[config.mk]
export PLATFORM = sky130hd
export DESIGN_NAME = mem_stage
export DESIGN_NICKNAME = d
export VERILOG_FILES = /design/src/rtl/mem_stage.sv
export SDC_FILE = /design/constraint.sdc
export NUM_CORES = 1
export LEC_CHECK = 0
export ABC_AREA = 0
export ABC_CLOCK_PERIOD_IN_PS = 7400
export BUFFER_PORTS_ARGS = -buffer_cell sky130_fd_sc_hd__buf_2
export CAP_MARGIN = 10
export CORE_ASPECT_RATIO = 2
export CORE_MARGIN = 5
export CORE_UTILIZATION = 35
export CTS_CLUSTER_SIZE = 25
export DETAILED_ROUTE_END_ITERATION = 12
export PLACE_DENSITY_LB_ADDON = 0.12
export RECOVER_POWER = 25
export REMOVE_ABC_BUFFERS = 1
export SLEW_MARGIN = 20
export SYNTH_ARGS = -nofsm -noshare
export SYNTH_HDL_FRONTEND = slang
export SYNTH_SLANG_ARGS = --single-unit
[constraint.sdc]
create_clock -name clk -period 7.4 [get_ports clk]
set_input_delay 0 -clock clk [delete_from_list [all_inputs] [get_ports clk]]
set_output_delay 0 -clock clk [all_outputs]
set_load 0.02 [all_outputs]
[src/rtl/mem_stage.sv]
`timescale 1ns/1ps
// MEM pipeline stage: latches the EXE bus, waits for the data-SRAM response,
// aligns and extends load data, and drops responses orphaned by a WB flush.
module mem_stage #(
  parameter int EXE_BUS_W = 173,
  parameter int MEM_BUS_W = 168
) (
  input  logic                 clk,
  input  logic                 reset,
  input  logic                 exe_to_mem_valid,
  input  logic [EXE_BUS_W-1:0] exe_bus,
  output logic                 MEM_allow_in,
  input  logic                 data_sram_data_ok,
  input  logic [31:0]          data_sram_rdata,
  input  logic                 wb_flush,
  input  logic                 WB_allow_in,
  output logic                 mem_to_wb_valid,
  output logic [MEM_BUS_W-1:0] MEMreg_bus,
  output logic [39:0]          MEM_bypass_bus,
  output logic                 mem_ex
);

  typedef enum logic [1:0] {S_IDLE, S_WAIT, S_HOLD, S_DISCARD} state_t;

  state_t               state_reg, state_next, load_state;
  logic                 valid_reg, valid_next;
  logic [EXE_BUS_W-1:0] exe_bus_reg;
  logic [31:0]          data_buf_reg;

  logic [15:0] ebus;
  logic        ertn_flush;
  logic [79:0] csr_ctrl;
  logic        res_from_csr;
  logic        res_from_mem;
  logic [2:0]  ld_op;
  logic        mem_req;
  logic [31:0] alu_result;
  logic        rf_we;
  logic [4:0]  rf_waddr;
  logic [31:0] pc;

  logic        in_mem_req;
  logic [15:0] in_ebus;

  logic        mem_ready_go;
  logic        load_fire;
  logic        handoff;
  logic        load_pending;
  logic        rf_we_valid;

  logic [31:0] load_src;
  logic [7:0]  lane [4];
  logic [7:0]  ld_byte;
  logic [15:0] ld_half;
  logic [31:0] load_data;
  logic [31:0] final_result;

  assign {ebus, ertn_flush, csr_ctrl, res_from_csr, res_from_mem, ld_op, mem_req,
          alu_result, rf_we, rf_waddr, pc} = exe_bus_reg;

  assign in_mem_req = exe_bus[70];
  assign in_ebus    = exe_bus[172:157];

  // Handshake
  assign mem_ready_go    = ~valid_reg | ~mem_req | (|ebus) | (state_reg == S_HOLD)
                         | ((state_reg == S_WAIT) & data_sram_data_ok);
  assign mem_to_wb_valid = valid_reg & mem_ready_go & ~wb_flush;
  assign MEM_allow_in    = (state_reg != S_DISCARD)
                         & (~valid_reg | (mem_ready_go & WB_allow_in));
  assign load_fire       = exe_to_mem_valid & MEM_allow_in & ~wb_flush;
  assign handoff         = mem_to_wb_valid & WB_allow_in;

  // Only a memory access without an exception owes a response
  assign load_state = (in_mem_req & ~(|in_ebus)) ? S_WAIT : S_IDLE;

  always_comb begin
    valid_next = valid_reg;
    if (wb_flush)
      valid_next = 1'b0;
    else if (load_fire)
      valid_next = 1'b1;
    else if (handoff)
      valid_next = 1'b0;
  end

  always_comb begin
    state_next = state_reg;
    case (state_reg)
      S_IDLE: begin
        if (load_fire)
          state_next = load_state;
      end
      S_WAIT: begin
        if (wb_flush)
          state_next = data_sram_data_ok ? S_IDLE : S_DISCARD;
        else if (data_sram_data_ok) begin
          if (load_fire)
            state_next = load_state;
          else if (handoff)
            state_next = S_IDLE;
          else
            state_next = S_HOLD;
        end
      end
      S_HOLD: begin
        if (wb_flush)
          state_next = S_IDLE;
        else if (load_fire)
          state_next = load_state;
        else if (handoff)
          state_next = S_IDLE;
      end
      S_DISCARD: begin
        if (data_sram_data_ok)
          state_next = S_IDLE;
      end
      default: state_next = S_IDLE;
    endcase
  end

  always_ff @(posedge clk or posedge reset) begin
    if (reset) begin
      state_reg    <= S_IDLE;
      valid_reg    <= 1'b0;
      exe_bus_reg  <= '0;
      data_buf_reg <= '0;
    end else begin
      state_reg <= state_next;
      valid_reg <= valid_next;
      if (load_fire)
        exe_bus_reg <= exe_bus;
      if ((state_reg == S_WAIT) && data_sram_data_ok)
        data_buf_reg <= data_sram_rdata;
    end
  end

  // Load alignment: byte lanes picked by the low address bits
  assign load_src = (state_reg == S_HOLD) ? data_buf_reg : data_sram_rdata;

  genvar gi;
  generate
    for (gi = 0; gi < 4; gi++) begin : g_lane
      assign lane[gi] = load_src[8*gi +: 8];
    end
  endgenerate

  assign ld_byte = lane[alu_result[1:0]];
  assign ld_half = alu_result[1] ? load_src[31:16] : load_src[15:0];

  always_comb begin
    case (ld_op[1:0])
      2'b01:   load_data = {{24{~ld_op[2] & ld_byte[7]}}, ld_byte};
      2'b10:   load_data = {{16{~ld_op[2] & ld_half[15]}}, ld_half};
      default: load_data = load_src;
    endcase
  end

  assign final_result = res_from_mem ? load_data : alu_result;

  assign load_pending = valid_reg & res_from_mem & ~mem_ready_go;
  assign rf_we_valid  = valid_reg & rf_we & ~(|ebus);
  assign mem_ex       = valid_reg & ((|ebus) | ertn_flush);

  assign MEMreg_bus     = {ebus, ertn_flush, csr_ctrl, res_from_csr, final_result,
                           rf_we, rf_waddr, pc};
  assign MEM_bypass_bus = {res_from_csr, load_pending, rf_waddr, rf_we_valid, final_result};

endmodule

Word-level counts from Yosys, hierarchy flattened
Index checks and enable logic that the tools add are counted.
{"block": "classes", "reduce_logical": 6, "order_cmp": 1, "n_eq_ne": 10, "n_mux": 22, "bitwise": 30}
{"op": "two-way mux 32 bit", "count": 2}
{"op": "one-hot mux 32 bit (2 select lines)", "count": 1}
{"op": "OR reduction 16 bit", "count": 2}
{"op": "two-way mux 2 bit", "count": 10}
{"op": "bitwise AND 1 bit", "count": 16}
{"op": "binary-select mux 8 bit (select 2 bit)", "count": 1}
{"op": "two-way mux 16 bit", "count": 1}
{"op": "two-way mux 8 bit", "count": 2}
{"op": "one-hot mux 2 bit (4 select lines)", "count": 1}
{"op": "NOT 1 bit", "count": 7}
{"op": "== test 2 bit, second input constant", "count": 3}
{"op": "!= test 2 bit, second input constant", "count": 3}
{"op": "OR 1 bit", "count": 6}
{"op": "== test 2 x 1 -> 1 bit, second input constant", "count": 2}
{"op": "two-way mux 1 bit", "count": 4}
{"op": "!= test 4 bit, second input constant", "count": 1}
{"op": "AND reduction 4 bit", "count": 1}
{"op": "greater-or-equal comparator 3 bit, second input constant", "count": 1}
{"op": "!= test 3 bit, second input constant", "count": 1}
{"op": "NOT 2 -> 3 bit", "count": 1}
{"op": "nonzero test 3 bit", "count": 1}
{"op": "logical NOT 2 bit", "count": 1}
{"op": "logical AND 1 bit", "count": 1}
{"block": "totals", "ff_bits": 208, "output_inout_bits": 211, "in_bits": 211}

Longest topological paths before layout
{"block": "logic_depth", "ltp_word": 14, "depth_mapped": 10, "depth_no_buf": 7}

Worst setup path after synthesis
OpenSTA, ideal clock, no wires.
{"block": "synth_timing", "path_kind": "flip-flop to output port", "from": "register exe_bus_reg[71]", "to": "output MEMreg_bus[46]", "required_ns": 7.400, "t_arrival_ns": 2.365, "stages_incl_launch_ff": 9, "path_slack_ns": 5.035, "path_cell_list": "dfrtp_1 > inv_1 > ha_1 > clkbuf_1 > nand2b_1 > clkbuf_1 > a21oi_2 > a221oi_1 > buf_4"}
{"block": "synth_between", "elab_chain_len": 3, "word_cells_on_any_way": 4, "cone_classes": "eq/ne (2); mux (2)"}
{"item": "start: declaration", "line": "27", "text": "logic [EXE_BUS_W-1:0] exe_bus_reg;"}
{"item": "start signal: assignment", "line": "131", "text": "exe_bus_reg <= exe_bus;"}
{"item": "== test 2 bit or == test 2 x 1 -> 1 bit (tied branches)", "line": "151", "text": "case (ld_op[1:0])"}
{"item": "one-hot mux 32 bit (2 select lines) *", "line": "151"}
{"item": "two-way mux 32 bit *", "line": "158", "text": "assign final_result = res_from_mem ? load_data : alu_result;"}
{"item": "end: declaration", "line": "18", "text": "output logic [MEM_BUS_W-1:0] MEMreg_bus,"}
Mark *: on every way between the ends. The rest lies on a longest branch, timed or not.

Worst setup path after layout
{"block": "layout_timing", "from": "register state_reg[0]", "to": "output MEMreg_bus[60]"}
{"block": "layout_between", "elab_chain_len": 8, "word_cells_on_any_way": 10, "cone_classes": "eq/ne (1); mux (7); bitwise (2)"}
{"item": "start: declaration", "line": "25", "text": "state_t state_reg, state_next, load_state;"}
{"item": "start signal: assignment", "line": "128", "text": "state_reg <= state_next;"}
{"item": "== test 2 bit *", "line": "138", "text": "assign load_src = (state_reg == S_HOLD) ? data_buf_reg : data_sram_rdata;"}
{"item": "two-way mux 32 bit *", "line": "138"}
{"item": "binary-select mux 8 bit (select 2 bit)", "line": "147", "text": "assign ld_byte = lane[alu_result[1:0]];"}
{"item": "two-way mux 8 bit (not written as such) (2 in series)", "line": "147"}
{"item": "bitwise AND 1 bit", "line": "152", "text": "2'b01: load_data = {{24{~ld_op[2] & ld_byte[7]}}, ld_byte};"}
{"item": "one-hot mux 32 bit (2 select lines) *", "line": "151"}
{"item": "two-way mux 32 bit *", "line": "158"}
Mark *: on every way between the ends. The rest lies on a longest branch, timed or not. The select of a mux whose other input is x is not followed.

==> metrics.md <==
| Metric | Value |
|---|---|
| Status | finished with violations |
| Failing checks | max-capacitance violations, max-slew violations |
| Share of the synthesized area in the top cell type | 0.469 |
| Switching share of power | 0.343 |
| Final hold slack | 0.243 ns |
| Fin crit share | 0.506 |
| Mapped Avg Cell Area | 13.2 µm² |
| Layout cell share with drive strength beyond 1 | 0.500 |
| Pre-CTS setup slack | 3.96 ns |
| Final ANT Viol Nets | 0 |
| Nets | 1,500 |
| Post-CTS sizing | 0 |
| Die Y | 262 µm |
| Largest family of logic cells by synthesized area | multiplexers |
| Worst Slack Setup Final | 3.65 ns |
| Grt total ovfl | 0 |
| Remaining DRCs | 0 |
| Filler instances | 2,857 |
| CORE AREA | 0.0314 mm² |
| Asr flop ratio synth | 1.00 |
| Gpl congestion | 0.808 |
| Buffer count from post-CTS setup fixing | 0 |
| Clk Latency, worst-skew pair | 0.51 ns |
| VDD IR max | 159 µV |
| Max-cap violations | 1 |
| Post-synth top cells | 208 x dfrtp_1, 177 x buf_4, 159 x mux2_4 |
| DIE AREA | 0.0356 mm² |
| Hold_buf cts | 211 |
| Setup TNS | 0 ns |
| Dpl hpwl | 23.3 mm |
| Flop and latch count out of synthesis | 208 |
| Multi-input logic area | 0.00426 mm² |
| CTS Buf Count | 23 |
| Vias | 7,716 |
| Crit path DAT | 3.75 ns |
| Port Buf Inserts | 421 |
| Max Buffers Root-to-Sink | 3 |
| Simple-gate share of the synthesized area | 0.0467 |
| Kind of critical path | flop to primary output |
| Tmin final | 3.75 ns |
| Worst Skew | 0.00952 ns |
| Static Leakage | 7.53 nW |
| Worst Hold Class | input pin to flop |
| DIE WIDTH | 136 µm |
| Worst-path clk slew | 0.06 ns |
| TritonCTS clock tree | built |
| Max Transition Viols Final | 50 |
| Post-synthesis mux area share | 0.301 |
| Crit-path max FO | 34 |
| Syn. warnings | 0 |
| Synthesized cell area | 0.0111 mm² |
| Cell accounting for the most synthesized area | dfrtp_1 |
| Top_reg_cell synth | dfrtp_1 |
| DRT Wirelength | 32.9 mm |
| Most common cell in the synthesized netlist | dfrtp_1 |
| Worst relative slew slack | -0.551 |
| Synth Area in Compound Gates | 0.0322 |
| Num rows | 92 |
| Largest net degree at the start of global routing | 133 |
| Vias in the first global route | 8,648 |
| Seq/Total Area, Yosys | 0.469 |
| RSZ-0062 raised after global routing | no |
| Global-route wire length before repair | 49.4 mm |
| Crit-path max cell delay | 0.78 ns |
| Via density | 4.47 |
| Max Clock Freq | 267 MHz |
| H-tree depth | 1 |
| Final setup viols | 0 |
| CP Launch Type | flop |
| Placed insts | 1,473 |
| Initial Utilization | 0.353 |
| Internal power | 2.51 mW |
| CP endpoint kind | primary output |
| Total power | 3.82 mW |
| Slowest stage cell, crit path | and3_1 |
| Worst slew pin tran | 2.31 ns |
| Initial DRC count | 205 |
| CP Cell Sequence | nor2b_4 > buf_4 > mux4_2 > o211ai_1 > and3_1 > a21oi_1 > buf_2 |
| Final Hold Vio Count | 0 |
| WL per Instance | 19.0 µm |
| Reg area | 0.00520 mm² |
| DR pass1 iterations | 4 |
| Combinational Power Share | 0.335 |
| Distinct cells, synth | 41 |
| Largest cells by area after synthesis | dfrtp_1 47%, mux2_4 22%, buf_4 12%, mux2_2 4.9%, mux2i_1 3.3% |
| Finished Layout Cells | 1,728 |
| Sequential share of power | 0.372 |
| Adder-cell share of the synthesized area | 0.00226 |
| Max reg flops | 173 |
| Syn-to-layout area delta | 35.4% |
| Synth Instances | 840 |
| Clock root buffer | clkbuf_16 |
| All-Layer GR Usage | 0.179 |
| Power density cells | 254 mW/mm² |
| CTS Sinks | 208 |
| Initial antenna violation count | 4 |
| Critical path data required time | 7.40 ns |
| EDFF count, synth | 0 |
| Top Ports | 422 |
| Clk pwr share | 0.292 |
| NetSw | 1.31 mW |
| Synth Area in XOR/XNOR | 0 |
worst max-delay path, delay by kind of cell (launching register included):
| kind | cells | cell delay, ns |
|---|---|---|
| compound gates | 2 | 0.42 |
| simple gates | 2 | 0.92 |
| flops | 1 | 0.47 |
| buf+inv | 2 | 0.78 |
| mux | 1 | 0.64 |
layout make-up:
| class | count | area share |
|---|---|---|
| Antenna cell | 4 | 0.000666 |
| Clock buffer | 34 | 0.0457 |
| Clock inverter | 5 | 0.00241 |
| Inverter | 6 | 0.00158 |
| Multi-Input combinational cell | 408 | 0.283 |
| Sequential cell | 208 | 0.346 |
| Tap cell | 423 | 0.0352 |
| Timing Repair Buffer | 640 | 0.285 |
cells by family (layout without fill, tap and decap cells):
group,after synthesis,count (layout)
buffers and inverters,224,685
flip-flops,208,208
AO/OA/AOI/OAI,55,55
adder cells (fa/ha/maj),2,2
other,0,4
AND/OR/NAND/NOR,105,105
multiplexers,246,246
power by group through the flow:
stage	Combinational (mW)	Clock, mW	Sequential, mW
2_1_floorplan	0.620	0	1.59
3_3_place_gp	1.20	0	1.44
3_5_place_dp	1.21	0	1.43
4_1_cts	1.30	1.17	1.42
5_1_grt	1.36	1.21	1.44
6_report	1.28	1.12	1.42
path summary, 6_finish.rpt:
| check | to | depth (start not counted) | startpoint | slack [ns] |
|---|---|---|---|---|
| setup / recovery | MEMreg_bus[60] | 7 | state_reg[0] | 3.65 |
| hold / removal | exe_bus_reg[113] | 3 | exe_bus[113] | 0.24 |
| setup reg to reg | exe_bus_reg[117] | 7 | state_reg[0] | 4.01 |
| hold reg to reg | data_buf_reg[21] | 1 | data_buf_reg[21] | 0.50 |
| max in group asynchronous | exe_bus_reg[150] | 5 | reset | 4.79 |
| min in group asynchronous | exe_bus_reg[129] | 3 | reset | 0.64 |
cells in the final DEF, fill, tap and decap left out, types with 2 or more instances in the layout:
cell type,count
a211oi_1,2
a21oi_1,26
a221oi_1,8
and2_1,2
and3_1,3
buf_2,395
buf_4,5
clkbuf_1,30
clkbuf_16,23
clkbuf_8,7
clkinvlp_4,3
dfrtp_1,208
diode_2,4
dlygate4sd3_1,211
ha_1,2
inv_1,5
mux2_2,48
mux2_4,159
mux2i_1,37
mux4_2,2
nand2_1,16
nand2b_1,23
nand4_1,2
nor2_1,40
nor2b_1,2
nor3_1,4
nor4_1,5
o21ai_0,2
o21ai_1,2
o221ai_1,7
metrics by stage:
step | utilization | area (µm²)
finish | 0.478 | 15000
global route | 0.478 | 15000
CTS | 0.478 | 15000
detailed placement | 0.388 | 12200
global placement | 0.388 | 12200
floorplan | - | 9470
layer usage:
metal	wire length [µm]	vias to the layer above	part of all wire	global-route usage
met5	0	-	0	0
met4	1240	0	0.038	0.0740
met3	1770	64	0.054	0.0305
met2	18300	261	0.56	0.339
met1	11600	3784	0.35	0.194
li1	-	3607	-	-
Power figures use the tool's default switching activity.
